**config.mk**
```make
export PLATFORM = sky130hd
export DESIGN_NAME = mem_port_arbiter_flat
export DESIGN_NICKNAME = d
export VERILOG_FILES = /design/src/rtl/mips32_pkg.sv /design/src/rtl/mem_port_arbiter_if.sv /design/src/rtl/arb_rd_tracker.sv /design/src/rtl/mem_port_arbiter.sv /design/src/flat_wrapper.sv
export SDC_FILE = /design/constraint.sdc
export NUM_CORES = 1
export LEC_CHECK = 0
export CORE_MARGIN = 2
export CORE_UTILIZATION = 40
export DETAILED_ROUTE_END_ITERATION = 8
export GPL_ROUTABILITY_DRIVEN = 0
export PLACE_DENSITY = 0.93
export SLEW_MARGIN = 20
export SYNTH_ARGS = -nofsm -noshare
export SYNTH_HDL_FRONTEND = slang
export SYNTH_SLANG_ARGS = --single-unit
```
**constraint.sdc**
```tcl
create_clock -name clk1 -period 3.01 [get_ports clk1]
set_input_delay 0.301 -clock clk1 [delete_from_list [all_inputs] [get_ports clk1]]
set_output_delay 0.301 -clock clk1 [all_outputs]
set_load 0.02 [all_outputs]
```
**src/rtl/mips32_pkg.sv**
```systemverilog
// Shared types for the unified-memory port arbiter: requester owner tag,
// arbiter FSM state and default address/data widths.
package mips32_pkg;

    localparam int DEF_AW = 10;
    localparam int DEF_DW = 32;

    typedef enum logic {
        OWN_IF = 1'b0,
        OWN_DM = 1'b1
    } owner_e;

    typedef enum logic {
        ST_IDLE = 1'b0,
        ST_WAIT = 1'b1
    } arb_state_e;

endpackage

```
**src/rtl/mem_port_arbiter_if.sv**
```systemverilog
// Bundle of the IF requester, DM requester and single memory port signals.
// slave = the arbiter, master = requesters plus memory.
interface mem_port_arbiter_if #(
    parameter int AW = 10,
    parameter int DW = 32
);
    logic          halt;
    logic          if_req;
    logic [AW-1:0] if_addr;
    logic          if_gnt;
    logic          if_rvalid;
    logic [DW-1:0] if_rdata;
    logic          dm_req;
    logic          dm_we;
    logic [AW-1:0] dm_addr;
    logic [DW-1:0] dm_wdata;
    logic          dm_gnt;
    logic          dm_rvalid;
    logic [DW-1:0] dm_rdata;
    logic          mem_en;
    logic          mem_we;
    logic [AW-1:0] mem_addr;
    logic [DW-1:0] mem_wdata;
    logic [DW-1:0] mem_rdata;

    modport slave (
        input  halt, if_req, if_addr, dm_req, dm_we, dm_addr, dm_wdata, mem_rdata,
        output if_gnt, if_rvalid, if_rdata, dm_gnt, dm_rvalid, dm_rdata,
        output mem_en, mem_we, mem_addr, mem_wdata
    );

    modport master (
        output halt, if_req, if_addr, dm_req, dm_we, dm_addr, dm_wdata, mem_rdata,
        input  if_gnt, if_rvalid, if_rdata, dm_gnt, dm_rvalid, dm_rdata,
        input  mem_en, mem_we, mem_addr, mem_wdata
    );

endinterface

```
**src/rtl/arb_rd_tracker.sv**
```systemverilog
// Read tracker: IDLE/WAIT FSM, RD_LAT-cycle countdown, owner tag and
// steering of mem_rdata onto the owning requester's rvalid/rdata.
module arb_rd_tracker
    import mips32_pkg::*;
#(
    parameter int DW     = DEF_DW,
    parameter int RD_LAT = 2
) (
    input  logic          clk1,
    input  logic          reset,
    input  logic          rd_start,
    input  owner_e        rd_owner,
    input  logic [DW-1:0] mem_rdata,
    output logic          busy,
    output logic          if_rvalid,
    output logic [DW-1:0] if_rdata,
    output logic          dm_rvalid,
    output logic [DW-1:0] dm_rdata
);

    arb_state_e    state_r;
    logic [2:0]    cnt_r;
    owner_e        owner_r;
    logic [DW-1:0] if_hold_r;
    logic [DW-1:0] dm_hold_r;
    logic          last_s;

    assign last_s = (state_r == ST_WAIT) && (cnt_r == 3'd1);
    assign busy   = (state_r == ST_WAIT);

    // FSM: capture owner on a read grant, count down WAIT, latch delivered data
    always_ff @(posedge clk1) begin
        if (reset) begin
            state_r   <= ST_IDLE;
            cnt_r     <= 3'd0;
            owner_r   <= OWN_IF;
            if_hold_r <= '0;
            dm_hold_r <= '0;
        end else begin
            case (state_r)
                ST_IDLE: begin
                    if (rd_start) begin
                        state_r <= ST_WAIT;
                        cnt_r   <= 3'(RD_LAT);
                        owner_r <= rd_owner;
                    end
                end
                ST_WAIT: begin
                    if (cnt_r == 3'd1) begin
                        state_r <= ST_IDLE;
                        cnt_r   <= 3'd0;
                        if (owner_r == OWN_IF) begin
                            if_hold_r <= mem_rdata;
                        end else begin
                            dm_hold_r <= mem_rdata;
                        end
                    end else begin
                        cnt_r <= cnt_r - 3'd1;
                    end
                end
                default: begin
                    state_r <= ST_IDLE;
                    cnt_r   <= 3'd0;
                end
            endcase
        end
    end

    // Data is live on the final WAIT cycle, otherwise the last delivered word
    always_comb begin
        if_rvalid = 1'b0;
        dm_rvalid = 1'b0;
        if_rdata  = if_hold_r;
        dm_rdata  = dm_hold_r;
        if (reset) begin
            if_rdata = '0;
            dm_rdata = '0;
        end else if (last_s) begin
            if (owner_r == OWN_IF) begin
                if_rvalid = 1'b1;
                if_rdata  = mem_rdata;
            end else begin
                dm_rvalid = 1'b1;
                dm_rdata  = mem_rdata;
            end
        end else begin
            if_rvalid = 1'b0;
            dm_rvalid = 1'b0;
        end
    end

endmodule

```
**src/rtl/mem_port_arbiter.sv**
```systemverilog
// Two-requester (IF, DM) arbiter for a single-port unified memory.
// Optional IF starvation guard built when ARB_STARVE_GUARD_EN is defined.
module mem_port_arbiter
    import mips32_pkg::*;
#(
    parameter int AW         = DEF_AW,
    parameter int DW         = DEF_DW,
    parameter int RD_LAT     = 2,
    parameter int STARVE_MAX = 4
) (
    input logic               clk1,
    input logic               reset,
    mem_port_arbiter_if.slave bus
);

    logic          busy_s;
    logic          if_ok_s;
    logic          starve_win_s;
    logic          if_gnt_s;
    logic          dm_gnt_s;
    logic          rd_start_s;
    owner_e        rd_owner_s;
    logic          mem_we_s;
    logic [AW-1:0] mem_addr_s;
    logic [DW-1:0] mem_wdata_s;

    assign if_ok_s = bus.if_req && !bus.halt;

`ifdef ARB_STARVE_GUARD_EN
    logic [2:0] starve_cnt_r;

    assign starve_win_s = if_ok_s && (starve_cnt_r == 3'(STARVE_MAX));

    // Count IDLE cycles where an eligible IF request loses to DM; saturate at 7
    always_ff @(posedge clk1) begin
        if (reset) begin
            starve_cnt_r <= 3'd0;
        end else if (if_gnt_s) begin
            starve_cnt_r <= 3'd0;
        end else if (!busy_s && if_ok_s && dm_gnt_s && (starve_cnt_r != 3'd7)) begin
            starve_cnt_r <= starve_cnt_r + 3'd1;
        end
    end
`else
    // Strict data priority; the limit only exists for negative (illegal) settings.
    assign starve_win_s = (STARVE_MAX < 0) ? if_ok_s : 1'b0;
`endif

    // Grant selection: IDLE only, DM first unless IF has hit the starvation limit
    always_comb begin
        if_gnt_s = 1'b0;
        dm_gnt_s = 1'b0;
        if (!reset && !busy_s) begin
            if (starve_win_s) begin
                if_gnt_s = 1'b1;
            end else if (bus.dm_req) begin
                dm_gnt_s = 1'b1;
            end else if (if_ok_s) begin
                if_gnt_s = 1'b1;
            end else begin
                dm_gnt_s = 1'b0;
            end
        end else begin
            if_gnt_s = 1'b0;
            dm_gnt_s = 1'b0;
        end
    end

    // Memory port mux driven by whichever requester holds the grant
    always_comb begin
        mem_we_s    = dm_gnt_s && bus.dm_we;
        mem_addr_s  = '0;
        mem_wdata_s = '0;
        if (dm_gnt_s) begin
            mem_addr_s = bus.dm_addr;
        end else if (if_gnt_s) begin
            mem_addr_s = bus.if_addr;
        end else begin
            mem_addr_s = '0;
        end
        if (mem_we_s) begin
            mem_wdata_s = bus.dm_wdata;
        end else begin
            mem_wdata_s = '0;
        end
    end

    assign rd_start_s = if_gnt_s || (dm_gnt_s && !bus.dm_we);
    assign rd_owner_s = if_gnt_s ? OWN_IF : OWN_DM;

    assign bus.if_gnt    = if_gnt_s;
    assign bus.dm_gnt    = dm_gnt_s;
    assign bus.mem_en    = if_gnt_s || dm_gnt_s;
    assign bus.mem_we    = mem_we_s;
    assign bus.mem_addr  = mem_addr_s;
    assign bus.mem_wdata = mem_wdata_s;

    arb_rd_tracker #(
        .DW     (DW),
        .RD_LAT (RD_LAT)
    ) u_rd_tracker (
        .clk1      (clk1),
        .reset     (reset),
        .rd_start  (rd_start_s),
        .rd_owner  (rd_owner_s),
        .mem_rdata (bus.mem_rdata),
        .busy      (busy_s),
        .if_rvalid (bus.if_rvalid),
        .if_rdata  (bus.if_rdata),
        .dm_rvalid (bus.dm_rvalid),
        .dm_rdata  (bus.dm_rdata)
    );

endmodule

```
**src/flat_wrapper.sv**
```systemverilog
// flat-port wrapper written by rule: the top's interface ports become plain ports
module mem_port_arbiter_flat import mips32_pkg::*;
#(
    parameter int AW         = DEF_AW,
    parameter int DW         = DEF_DW,
    parameter int RD_LAT     = 2,
    parameter int STARVE_MAX = 4
)
  (clk1, reset, bus_halt, bus_if_req, bus_if_addr, bus_dm_req, bus_dm_we, bus_dm_addr, bus_dm_wdata, bus_mem_rdata, bus_if_gnt, bus_if_rvalid, bus_if_rdata, bus_dm_gnt, bus_dm_rvalid, bus_dm_rdata, bus_mem_en, bus_mem_we, bus_mem_addr, bus_mem_wdata);
  mem_port_arbiter_if #(.AW(AW), .DW(DW)) bus_i ();
  input logic clk1;
  input logic reset;
  input wire logic [$bits(bus_i.halt)-1:0] bus_halt;
  input wire logic [$bits(bus_i.if_req)-1:0] bus_if_req;
  input wire logic [$bits(bus_i.if_addr)-1:0] bus_if_addr;
  input wire logic [$bits(bus_i.dm_req)-1:0] bus_dm_req;
  input wire logic [$bits(bus_i.dm_we)-1:0] bus_dm_we;
  input wire logic [$bits(bus_i.dm_addr)-1:0] bus_dm_addr;
  input wire logic [$bits(bus_i.dm_wdata)-1:0] bus_dm_wdata;
  input wire logic [$bits(bus_i.mem_rdata)-1:0] bus_mem_rdata;
  output wire logic [$bits(bus_i.if_gnt)-1:0] bus_if_gnt;
  output wire logic [$bits(bus_i.if_rvalid)-1:0] bus_if_rvalid;
  output wire logic [$bits(bus_i.if_rdata)-1:0] bus_if_rdata;
  output wire logic [$bits(bus_i.dm_gnt)-1:0] bus_dm_gnt;
  output wire logic [$bits(bus_i.dm_rvalid)-1:0] bus_dm_rvalid;
  output wire logic [$bits(bus_i.dm_rdata)-1:0] bus_dm_rdata;
  output wire logic [$bits(bus_i.mem_en)-1:0] bus_mem_en;
  output wire logic [$bits(bus_i.mem_we)-1:0] bus_mem_we;
  output wire logic [$bits(bus_i.mem_addr)-1:0] bus_mem_addr;
  output wire logic [$bits(bus_i.mem_wdata)-1:0] bus_mem_wdata;
  assign bus_i.halt = bus_halt;
  assign bus_i.if_req = bus_if_req;
  assign bus_i.if_addr = bus_if_addr;
  assign bus_i.dm_req = bus_dm_req;
  assign bus_i.dm_we = bus_dm_we;
  assign bus_i.dm_addr = bus_dm_addr;
  assign bus_i.dm_wdata = bus_dm_wdata;
  assign bus_i.mem_rdata = bus_mem_rdata;
  assign bus_if_gnt = bus_i.if_gnt;
  assign bus_if_rvalid = bus_i.if_rvalid;
  assign bus_if_rdata = bus_i.if_rdata;
  assign bus_dm_gnt = bus_i.dm_gnt;
  assign bus_dm_rvalid = bus_i.dm_rvalid;
  assign bus_dm_rdata = bus_i.dm_rdata;
  assign bus_mem_en = bus_i.mem_en;
  assign bus_mem_we = bus_i.mem_we;
  assign bus_mem_addr = bus_i.mem_addr;
  assign bus_mem_wdata = bus_i.mem_wdata;
  mem_port_arbiter #(.AW(AW), .DW(DW), .RD_LAT(RD_LAT), .STARVE_MAX(STARVE_MAX)) u_core (.clk1(clk1), .reset(reset), .bus(bus_i));
endmodule
```
Yosys cells after proc, flatten, opt, wreduce, memory -nomap -nowiden:

Cells that the tools add are included.

* flip-flop bits (word level): 69
* latch bits: 0
* bits in writable memories: 0
* ROM bits: 0
* output and inout port bits: 112
* logic and storage cells: 49
* memories: 0

* $add $sub $neg: 1
* $mul: 0
* div/mod/pow operators: 0
* $lt $le $gt $ge: 0
* eq/ne operators: 2
* shift operators: 0
* mux-type cells: 27
* bitwise gates (word level): 1
* reductions and logical operators: 13

Operator list (count)
* 32-bit two-way mux: 7
* 10-bit two-way mux: 2
* 1-bit two-way mux: 14
* 3-bit two-way mux: 2
* 3-bit case mux with 2 select lines: 1
* 1-bit logical AND: 5
* 1-bit zero test: 4
* 2-bit AND reduction: 2
* 3-bit by 1-bit == test with 1-bit output, second input constant: 1
* 3-bit by 1-bit subtractor with 3-bit output, second input constant: 1
* 1-bit logical OR: 2
* 2-bit by 1-bit inequality test with 1-bit output, second input constant: 1
* 1-bit case mux with 2 select lines: 1
* 1-bit NOT: 1

Logic depth before layout (Yosys ltp):

Gate-level depths: netlist (run 1).

* depth after elaboration: 8
* gate-level depth with buffers: 7
* depth with buffers taken out: 5

Cells and area by module:

Synthesis (run 1) repeated with hierarchy kept, for this count alone.

* cell total of the unflattened synthesis: 440
* area, all modules: 3338.2 µm²

By module, submodules not included
* arb_rd_tracker: instances 1, cells each 382, area an instance 2919.0 µm², seq. area each 1381.3 µm²
* mem_port_arbiter: instances 1, cells each 58, area an instance 419.2 µm², seq. area each 0.0 µm²

Least setup slack after synthesis (run 1):

OpenSTA, ideal clock, no wires.

* path kind: register to output
* start: reg u_core.u_rd_tracker.cnt_r[1]
* end: out bus_if_rdata[22]
* arrival time: 1473 ps
* data required time: 2709 ps
* slack: 1236 ps
* stages on the path, launching flop included: 8
* path buffers: 2
* cells stage by stage: dfxtp_1 > inv_1 > ha_1 > nand4bb_1 > clkbuf_1 > buf_2 > nand2_1 > a21oi_1

* cells in the longest elaborated chain, start to end: 4

Ends and longest elaborated chain
* start, declared: RTL line arb_rd_tracker.sv:22 `logic [2:0] cnt_r;`
* start signal, assigned: RTL line arb_rd_tracker.sv:44 `cnt_r <= 3'(RD_LAT);`
* start signal, assigned: RTL line arb_rd_tracker.sv:58 `cnt_r <= cnt_r - 3'd1;`
* 3-bit by 1-bit == test with 1-bit output: RTL line arb_rd_tracker.sv:28 `assign last_s = (state_r == ST_WAIT) && (cnt_r == 3'd1);`
* 1-bit logical AND: RTL line arb_rd_tracker.sv:28
* 32-bit two-way mux: RTL line arb_rd_tracker.sv:78 `end else if (last_s) begin`
* 32-bit two-way mux: RTL line arb_rd_tracker.sv:75 `if (reset) begin`
* end, declared: RTL line flat_wrapper.sv:23 `output wire logic [$bits(bus_i.if_rdata)-1:0] bus_if_rdata;`

No other way between the ends.

Worst setup path in the final report (run 1):

* start: reg u_core.u_rd_tracker.state_r (netlist: u_core.u_rd_tracker.busy)
* end: out bus_dm_rdata[19]

* cells in the longest elaborated chain, start to end: 3

Ends and longest elaborated chain
* start, declared: RTL line arb_rd_tracker.sv:21 `arb_state_e state_r;`
* start signal, assigned: RTL line arb_rd_tracker.sv:34 `state_r <= ST_IDLE;`
* start signal, assigned: RTL line arb_rd_tracker.sv:43 `state_r <= ST_WAIT;`
* start signal, assigned: RTL line arb_rd_tracker.sv:50 `state_r <= ST_IDLE;`
* 1-bit logical AND: RTL line arb_rd_tracker.sv:28
* 32-bit two-way mux: RTL line arb_rd_tracker.sv:78
* 32-bit two-way mux: RTL line arb_rd_tracker.sv:75
* end, declared: RTL line flat_wrapper.sv:26 `output wire logic [$bits(bus_i.dm_rdata)-1:0] bus_dm_rdata;`

No other way between the ends.

==> flow_summary.toml, run 1 <==
[yosys]
synth_top_flop_cell = "dfxtp_1"
netlist_top_cells_area = "dfxtp_1 (43%), a21oi_1 (20%), nand2_1 (15%)"
yosysTopAreaCell = "dfxtp_1"
synth.avg_cell_area_um2 = 7.44
synth-seq-cells = 69
syn_inst = 437
syn_nets = 529
ys_warn_count = 0
synth_edf_count = 0
synth_seq_area_share_pct = 42.5
synth_top_cell_area_share_pct = 42.5
synth_async_sr_flop_share_pct = 0
yosysUniqueCellTypes = 30
post_synth_instance_area_mm2 = 0.00325

[pwr]
power_density_mw_per_mm2 = 367
swShare_pct = 25.3
power_frac_comb_pct = 17.0
p_sw_mw = 0.504
sequentialPowerShare_pct = 47.0
pwr-share-clk_pct = 36.1
intPower_mw = 1.49
power.leakage_nw = 1.96
p_total_mw = 1.99
peakVddDrop_mv = 0.218

[placed_design]
dp.cells = 711
portBuffers = 201
hpwl_um = 8650
pre_cts_slack_ps = 422

[final_layout]
final_cells = 726
drive_gt1_share_pct = 4.49
finalNetCount = 712
fillers = 615
syn2layout_area_growth_pct = 66.9
n_antenna_cell = 0

[grt]
grt_pass1_wl_um = 17200
grtUsageTotal_pct = 24.9
grt_pass1_vias = 3706
grt_max_degree = 67
antenna_found_initial = 0
overflow = 0

[floorplanning]
die_w_um = 94.1
initial_core_util_pct = 41.6
rows = 32
ios = 202
die_y_um = 94.1
die-area_mm2 = 0.00886
core_mm2 = 0.00781

[timing]
rsz0062_at_grt = "false"
timing.fmax_mhz = 357
tightest_slew_ps = 842
hold_viol_final = 0
period_share_pct = 93.0
setup_slack_ps = 209
relSlewSlack_pct = 43.7
fin_crit_ps = 2800
drv_slew = 0
fin_worst_skew_ps = 9.94
fin_setup_tns_ps = 0
finalSetupViolCount = 0
hold_slack_ps = 466

[setup_path]
r2r_end = "u_core.u_rd_tracker.dm_hold_r[6]"
r2r_start = "u_core.u_rd_tracker.busy"
crit_buf_inv = 2
max_stage_delay_ps = 660
critical-path-top-delay-family = "buffers and inverters"
reg2reg_slack_ps = 1420
path_max_fanout = 32
critPathLaunch = "u_core.u_rd_tracker.busy"
worst_path_max_delay_cell = "clkdlybuf4s50_1"
worstSetupEndpointType = "output port"
cp-start-kind = "flop"
required_ps = 2710
crit_type = "flop to output port"
r2r_cells = 4
crit_chain = "and4b_1 > buf_4 > nand2_1 > a21oi_1 > clkdlybuf4s50_1"
arrival_ps = 2500

[drt]
drt-initial-drc-count = 158
finalWirelength_um = 11200
wl_per_cell_um = 15.4
drc = 0
dr.pass1.iters = 4
vias_per_cell = 5.20
ant_nets = 0
vias = 3776

[hold_path]
min-delay-start = "u_core.u_rd_tracker.dm_hold_r[0]"
hp-class = "flop to flop"
holdPathStages = 2
min_to = "u_core.u_rd_tracker.dm_hold_r[0]"

[clock_network]
cts_max_path_buffers = 2
cts.sinks = 69
cts-root-buf = "clkbuf_8"
clock_latency_ps = 340
cts_made_buffers = 9
postCtsSetupBuffers = 0
hold_buffers = 0
h-tree-depth = 3
clkTransAtPathRegs_ps = 70
cts_tree = "built"
cts-resized-gates = 0

[outcome]
status = "finished, final reports clean"

[flow_run]
maxCapViolations = 0
## power groups by stage
stage	Clock (mW)	Combinational (mW)	Sequential (mW)
3_5_place_dp	0	0.338	0.957
2_1_floorplan	0	0.147	0.951
5_1_grt	0.776	0.361	0.937
3_3_place_gp	0	0.332	0.955
4_1_cts	0.736	0.339	0.935
6_report	0.718	0.338	0.936
## area by class of cell
type	instances	area (um2)	share of cell area [%]
clock inverters	6	63.8	1.18
multi-input cells	323	1620	29.9
clock buffers	9	124	2.28
repair buffers	211	2080	38.4
well taps	102	128	2.35
inverters	6	22.5	0.415
flip-flops and latches	69	1380	25.5
## synth_stat cells, drive strengths merged (2+ instances only)
master and instances:
a21oi 130, a22o 10, and3 32, buf 27, clkbuf 12, dfxtp 69, ha 2, inv 6
nand2 128, nand4bb 2, nor2 2, nor3 2, nor3b 2
## stage by stage
stage	util, %	cell area (um2)
global placement	67.1	5240
global route	69.5	5420
CTS	69.5	5420
detailed placement	67.1	5240
floorplan	-	3250
finish	69.5	5420
## tightest hold or removal path, delay by kind of cell (launching register included)
kind / cells / cell delay [ps]
flops: 1 / 300
simple gates: 1 / 60
compound gates: 1 / 60
## layout by cell type (no fill, tap or decap), types with 2 or more instances in the layout
cell	count
inv_1	6
dfxtp_1	69
a21oi_1	130
and3_1	32
nand2_1	128
nand4bb_1	2
clkinv_2	2
ha_1	2
nor3_1	2
clkbuf_8	9
buf_4	11
nor2_1	2
clkdlybuf4s50_1	200
a22o_1	10
clkinvlp_4	2
## state kept, by name, summed over array words and instances, names as in the netlist
name and flops:
u_core.u_rd_tracker.dm_hold_r 32, u_core.u_rd_tracker.owner_r 1, u_core.u_rd_tracker.busy 1, u_core.u_rd_tracker.if_hold_r 32
u_core.u_rd_tracker.cnt_r 3
## layer usage
metal  share of wire, %  GRT usage, %  routed length [um]  vias up
met5                  0             0                   0        -
met4                3.1          10.6                 346        0
met3                7.0          5.78                 780       22
met2                 54          47.7                6040      159
met1                 36          25.6                4030     1740
li1                   -             -                   -     1855
## how the worst max path moves through the flow
stage	cells after the start	to	slack [ps]
6_report	5	bus_dm_rdata[19]	210
4_1_cts	7	bus_dm_rdata[19]	200
5_1_grt	7	bus_dm_rdata[3]	40
2_1_floorplan	7	bus_if_rdata[22]	1240
3_3_place_gp	5	bus_mem_addr[9]	440
3_5_place_dp	5	bus_mem_addr[9]	420
## cell families (layout without fill, tap and decap cells)
| kind of cell | Yosys count | in the layout | share of synthesized area, % |
|---|---|---|---|
| DFF | 69 | 69 | 42.5 |
| buffers and inverters | 45 | 232 | 7.66 |
| AOI/OAI and AO/OA | 146 | 146 | 24.1 |
| and+or+nand+nor | 175 | 175 | 24.9 |
| adders and majority gates | 2 | 2 | 0.770 |
(Power assumes the default switching activity.)
==> run 2, diff against run 1 <==
GPL_TIMING_DRIVEN = 0   (was not set)
==> flow_summary.toml, run 2 (synthesis gave the netlist of run 1 again) <==
[outcome]
status = "finished, final reports clean"

[timing]
drv_slew = 0
hold_slack_ps = 465
relSlewSlack_pct = 62.0
fin_setup_tns_ps = 0
finalSetupViolCount = 0
setup_slack_ps = 148
rsz0062_at_grt = "false"
timing.fmax_mhz = 349
tightest_slew_ps = 567
fin_worst_skew_ps = 9.78
fin_crit_ps = 2860
hold_viol_final = 0
period_share_pct = 95.1

[grt]
grt_max_degree = 13
grt_pass1_wl_um = 18700
antenna_found_initial = 0
grtUsageTotal_pct = 27.2
grt_pass1_vias = 3920
overflow = 0

[setup_path]
arrival_ps = 2560
reg2reg_slack_ps = 1460
max_stage_delay_ps = 680
required_ps = 2710
cp-start-kind = "flop"
crit_cells = 8
critical-path-top-delay-family = "buffers and inverters"
worst_path_max_delay_cell = "clkdlybuf4s50_1"
r2r_cells = 6
crit_buf_inv = 4
path_max_fanout = 10
crit_type = "flop to output port"
worstSetupEndpointType = "output port"
crit_chain = "inv_1 > ha_1 > and4bb_1 > buf_2 > buf_4 > nand2_1 > a21oi_1 > clkdlybuf4s50_1"

[final_layout]
design_area_mm2 = 0.00558
regArea_mm2 = 0.00138
fillers = 612
n_antenna_cell = 0
top_regs = "u_core.u_rd_tracker.dm_hold_r (32), u_core.u_rd_tracker.if_hold_r (32), u_core.u_rd_tracker.cnt_r (3)"
finalNetCount = 740
drive_gt1_share_pct = 6.13
syn2layout_area_growth_pct = 71.6
final_cells = 754
multi_input_area_mm2 = 0.00162
final_common_cell = "clkdlybuf4s50_1"
utilization_pct = 71.4
layout_common_cells = "clkdlybuf4s50_1 (200), a21oi_1 (130), nand2_1 (128)"

[pwr]
p_total_mw = 2.02
power.leakage_nw = 2.05
power_density_mw_per_mm2 = 363
peakVddDrop_mv = 0.215

[floorplanning]
die_w_um = 94.1
die-area_mm2 = 0.00886
core_mm2 = 0.00781
rows = 32
initial_core_util_pct = 41.6
die_y_um = 94.1
ios = 202

[placed_design]
dp.cells = 740
pre_cts_slack_ps = 302
hpwl_um = 9920
placed_area_mm2 = 0.00539
portBuffers = 201

[drt]
drc = 0
vias_per_cell = 5.24
finalWirelength_um = 12300
dr.pass1.iters = 4
drt-initial-drc-count = 152
vias = 3953
ant_nets = 0
wl_per_cell_um = 16.3

[clock_network]
clkTransAtPathRegs_ps = 70
clock_latency_ps = 340
h-tree-depth = 3
cts.sinks = 69
cts_made_buffers = 9
cts_max_path_buffers = 2
cts_tree = "built"
cts-root-buf = "clkbuf_8"

[hold_path]
hp-class = "flop to flop"
holdPathStages = 2

[flow_run]
maxCapViolations = 0
[run 2: cell count changes in the layout (fill, tap and decap cells not counted)]
cell,change
clkbuf_1,+11
dlymetal6s2s_1,+1
buf_4,-3
buf_2,+10
buf_6,+5
buf_1,+4
[run 2: timing repair]
| action | 4_1_cts | 5_1_grt |
|---|---|---|
| hold buffers | 0 | 0 |
| setup endpoints to repair | 0 | 6 |
| gates resized for setup | 0 | 1 |
| setup buffers | 0 | 0 |
[run 2: area by class of cell]
class	count	share of cell area, %
Timing Repair Buffer	201	36.1
Sequential cell	69	24.8
Multi-Input combinational cell	323	29.0
Buffer	38	3.99
Clock inverter	6	1.14
Tap cell	102	2.29
Clock buffer	9	2.22
Inverter	6	0.404
[run 2: power breakdown]
part / leakage (nW) / internal, mW / total, mW / switching, mW
clock network: 0.0915 / 0.378 / 0.725 / 0.347
registers: 0.557 / 0.926 / 0.932 / 0.00645
logic: 1.41 / 0.198 / 0.367 / 0.169
total: 2.05 / 1.50 / 2.02 / 0.523
[run 2: worst min-delay path, delay by kind of cell (launching register included)]
family	cells	cell delay (ps)
simple gates	1	60
compound gates	1	60
flops	1	300
[run 2: path summary, 6_finish.rpt]
check,startpoint,to
hold reg to reg,u_core.u_rd_tracker.dm_hold_r[0],u_core.u_rd_tracker.dm_hold_r[0]
setup reg to reg,u_core.u_rd_tracker.cnt_r[1],u_core.u_rd_tracker.if_hold_r[29]
setup / recovery,u_core.u_rd_tracker.cnt_r[1],bus_if_rdata[1]
hold / removal,u_core.u_rd_tracker.dm_hold_r[0],u_core.u_rd_tracker.dm_hold_r[0]
[run 2: metal layers]
layer	part of all wire [%]	track usage, %	up-vias	routed length [um]
met5	0	0	-	0
met4	2.3	8.57	0	284
met3	7.1	6.10	17	868
met2	54	52.7	184	6610
met1	37	28.6	1826	4510
li1	-	-	1926	-
==> run 3, diff against run 2 <==
PLACE_DENSITY = not set   (was 0.93)
PLACE_DENSITY_LB_ADDON = 0.12   (was not set)
SLEW_MARGIN = 0   (was 20)
==> flow_summary.toml, run 3 (synthesis gave the netlist of run 1 again) <==
[final_layout]
layout_common_cells = "clkdlybuf4s50_1 (201), a21oi_1 (130), nand2_1 (128)"
design_area_mm2 = 0.00557
drive_gt1_share_pct = 5.98
final_common_cell = "clkdlybuf4s50_1"
top_regs = "u_core.u_rd_tracker.dm_hold_r (32), u_core.u_rd_tracker.if_hold_r (32), u_core.u_rd_tracker.cnt_r (3)"
final_cells = 754
syn2layout_area_growth_pct = 71.4
n_antenna_cell = 0
utilization_pct = 71.3
finalNetCount = 740

[pwr]
power.leakage_nw = 2.04
peakVddDrop_mv = 0.211
p_total_mw = 2.00
power_density_mw_per_mm2 = 359

[drt]
dr.pass1.iters = 4
drt-initial-drc-count = 114
finalWirelength_um = 11400
vias = 3826
wl_per_cell_um = 15.1
ant_nets = 0
vias_per_cell = 5.07
drc = 0

[timing]
rsz0062_at_grt = "false"
fin_worst_skew_ps = 8.32
tightest_slew_ps = 565
setup_slack_ps = 237
relSlewSlack_pct = 62.1
drv_slew = 0
fin_setup_tns_ps = 0
fin_crit_ps = 2770
period_share_pct = 92.1
hold_slack_ps = 464
finalSetupViolCount = 0
hold_viol_final = 0
timing.fmax_mhz = 361

[clock_network]
cts.sinks = 69
cts_tree = "built"
hold_buffers = 0
cts-root-buf = "clkbuf_8"
clock_latency_ps = 340
clkTransAtPathRegs_ps = 60
cts_max_path_buffers = 2
h-tree-depth = 3
cts_made_buffers = 9

[placed_design]
dp.cells = 740
hpwl_um = 8880
portBuffers = 201
placed_area_mm2 = 0.00539
pre_cts_slack_ps = 242

[floorplanning]
die-area_mm2 = 0.00886
die_w_um = 94.1
die_y_um = 94.1
initial_core_util_pct = 41.6
core_mm2 = 0.00781
rows = 32
ios = 202

[grt]
grt_pass1_vias = 3846
grt_max_degree = 12
overflow = 0
grtUsageTotal_pct = 26.3
grt_pass1_wl_um = 18100
antenna_found_initial = 0

[hold_path]
min_to = "u_core.u_rd_tracker.if_hold_r[17]"
holdPathStages = 2
min-delay-start = "u_core.u_rd_tracker.if_hold_r[17]"
hp-class = "flop to flop"

[setup_path]
worstSetupEndpointType = "output port"
crit_chain = "clkdlybuf4s50_1 > buf_2 > buf_4 > clkbuf_1 > a21oi_1 > clkdlybuf4s50_1"
path_common_cell = "clkdlybuf4s50_1"
arrival_ps = 2470
path_max_fanout = 10
required_ps = 2710
r2r_end = "u_core.u_rd_tracker.if_hold_r[15]"
worst_path_max_delay_cell = "clkdlybuf4s50_1"
max_stage_delay_ps = 580
reg2reg_slack_ps = 1440
r2r_start = "u_core.u_rd_tracker.cnt_r[0]"
r2r_cells = 5
crit_type = "primary input to output port"
cp-start-kind = "primary input"

[flow_run]
maxCapViolations = 0

[outcome]
status = "finished, final reports clean"
-- run 3: how the worst max path moves through the flow --
stage	from	endpoint	depth (start not counted)
6_report	reset	bus_if_rdata[9]	6
5_1_grt	reset	bus_if_rdata[6]	6
4_1_cts	u_core.u_rd_tracker.cnt_r[1]	bus_if_rdata[9]	8
3_5_place_dp	reset	bus_if_rdata[9]	6
3_3_place_gp	reset	bus_if_rdata[3]	6
2_1_floorplan	u_core.u_rd_tracker.cnt_r[1]	bus_if_rdata[22]	7
-- run 3: power breakdown --
part	switching [mW]	internal, mW	leakage, nW
logic	0.164	0.198	1.39
clock network	0.334	0.374	0.0919
registers	0.00614	0.926	0.557
total	0.504	1.50	2.04
-- run 3: repair_timing --
item,CTS,global route
gates resized for setup,0,2
setup buffers,0,0
endpoints found under the setup margin,0,15
-- run 3: layout make-up --
class,instances,area (um2)
fill,652,2240
timing repair buffer,201,2010
multi-input combinational,323,1620
sequential,69,1380
buffer,38,228
clock buffer,10,128
tap,102,128
clock inverter,5,52.6
inverter,6,22.5
-- run 3: per-layer routing --
layer  vias to the layer above  global-route usage (%)  wire length (um)  part of all wire, %
met2                       151                    49.1              5920                   52
met3                        17                    7.22               819                  7.2
met4                         0                    6.88               181                  1.6
met5                         -                       0                 0                    0
li1                       1917                       -                 -                    -
met1                      1741                    29.1              4440                   39
-- run 3: critical path, delay by kind of cell --
family | cells | cell delay (ps)
AOI/OAI and AO/OA | 1 | 100
buffers and inverters | 5 | 2070
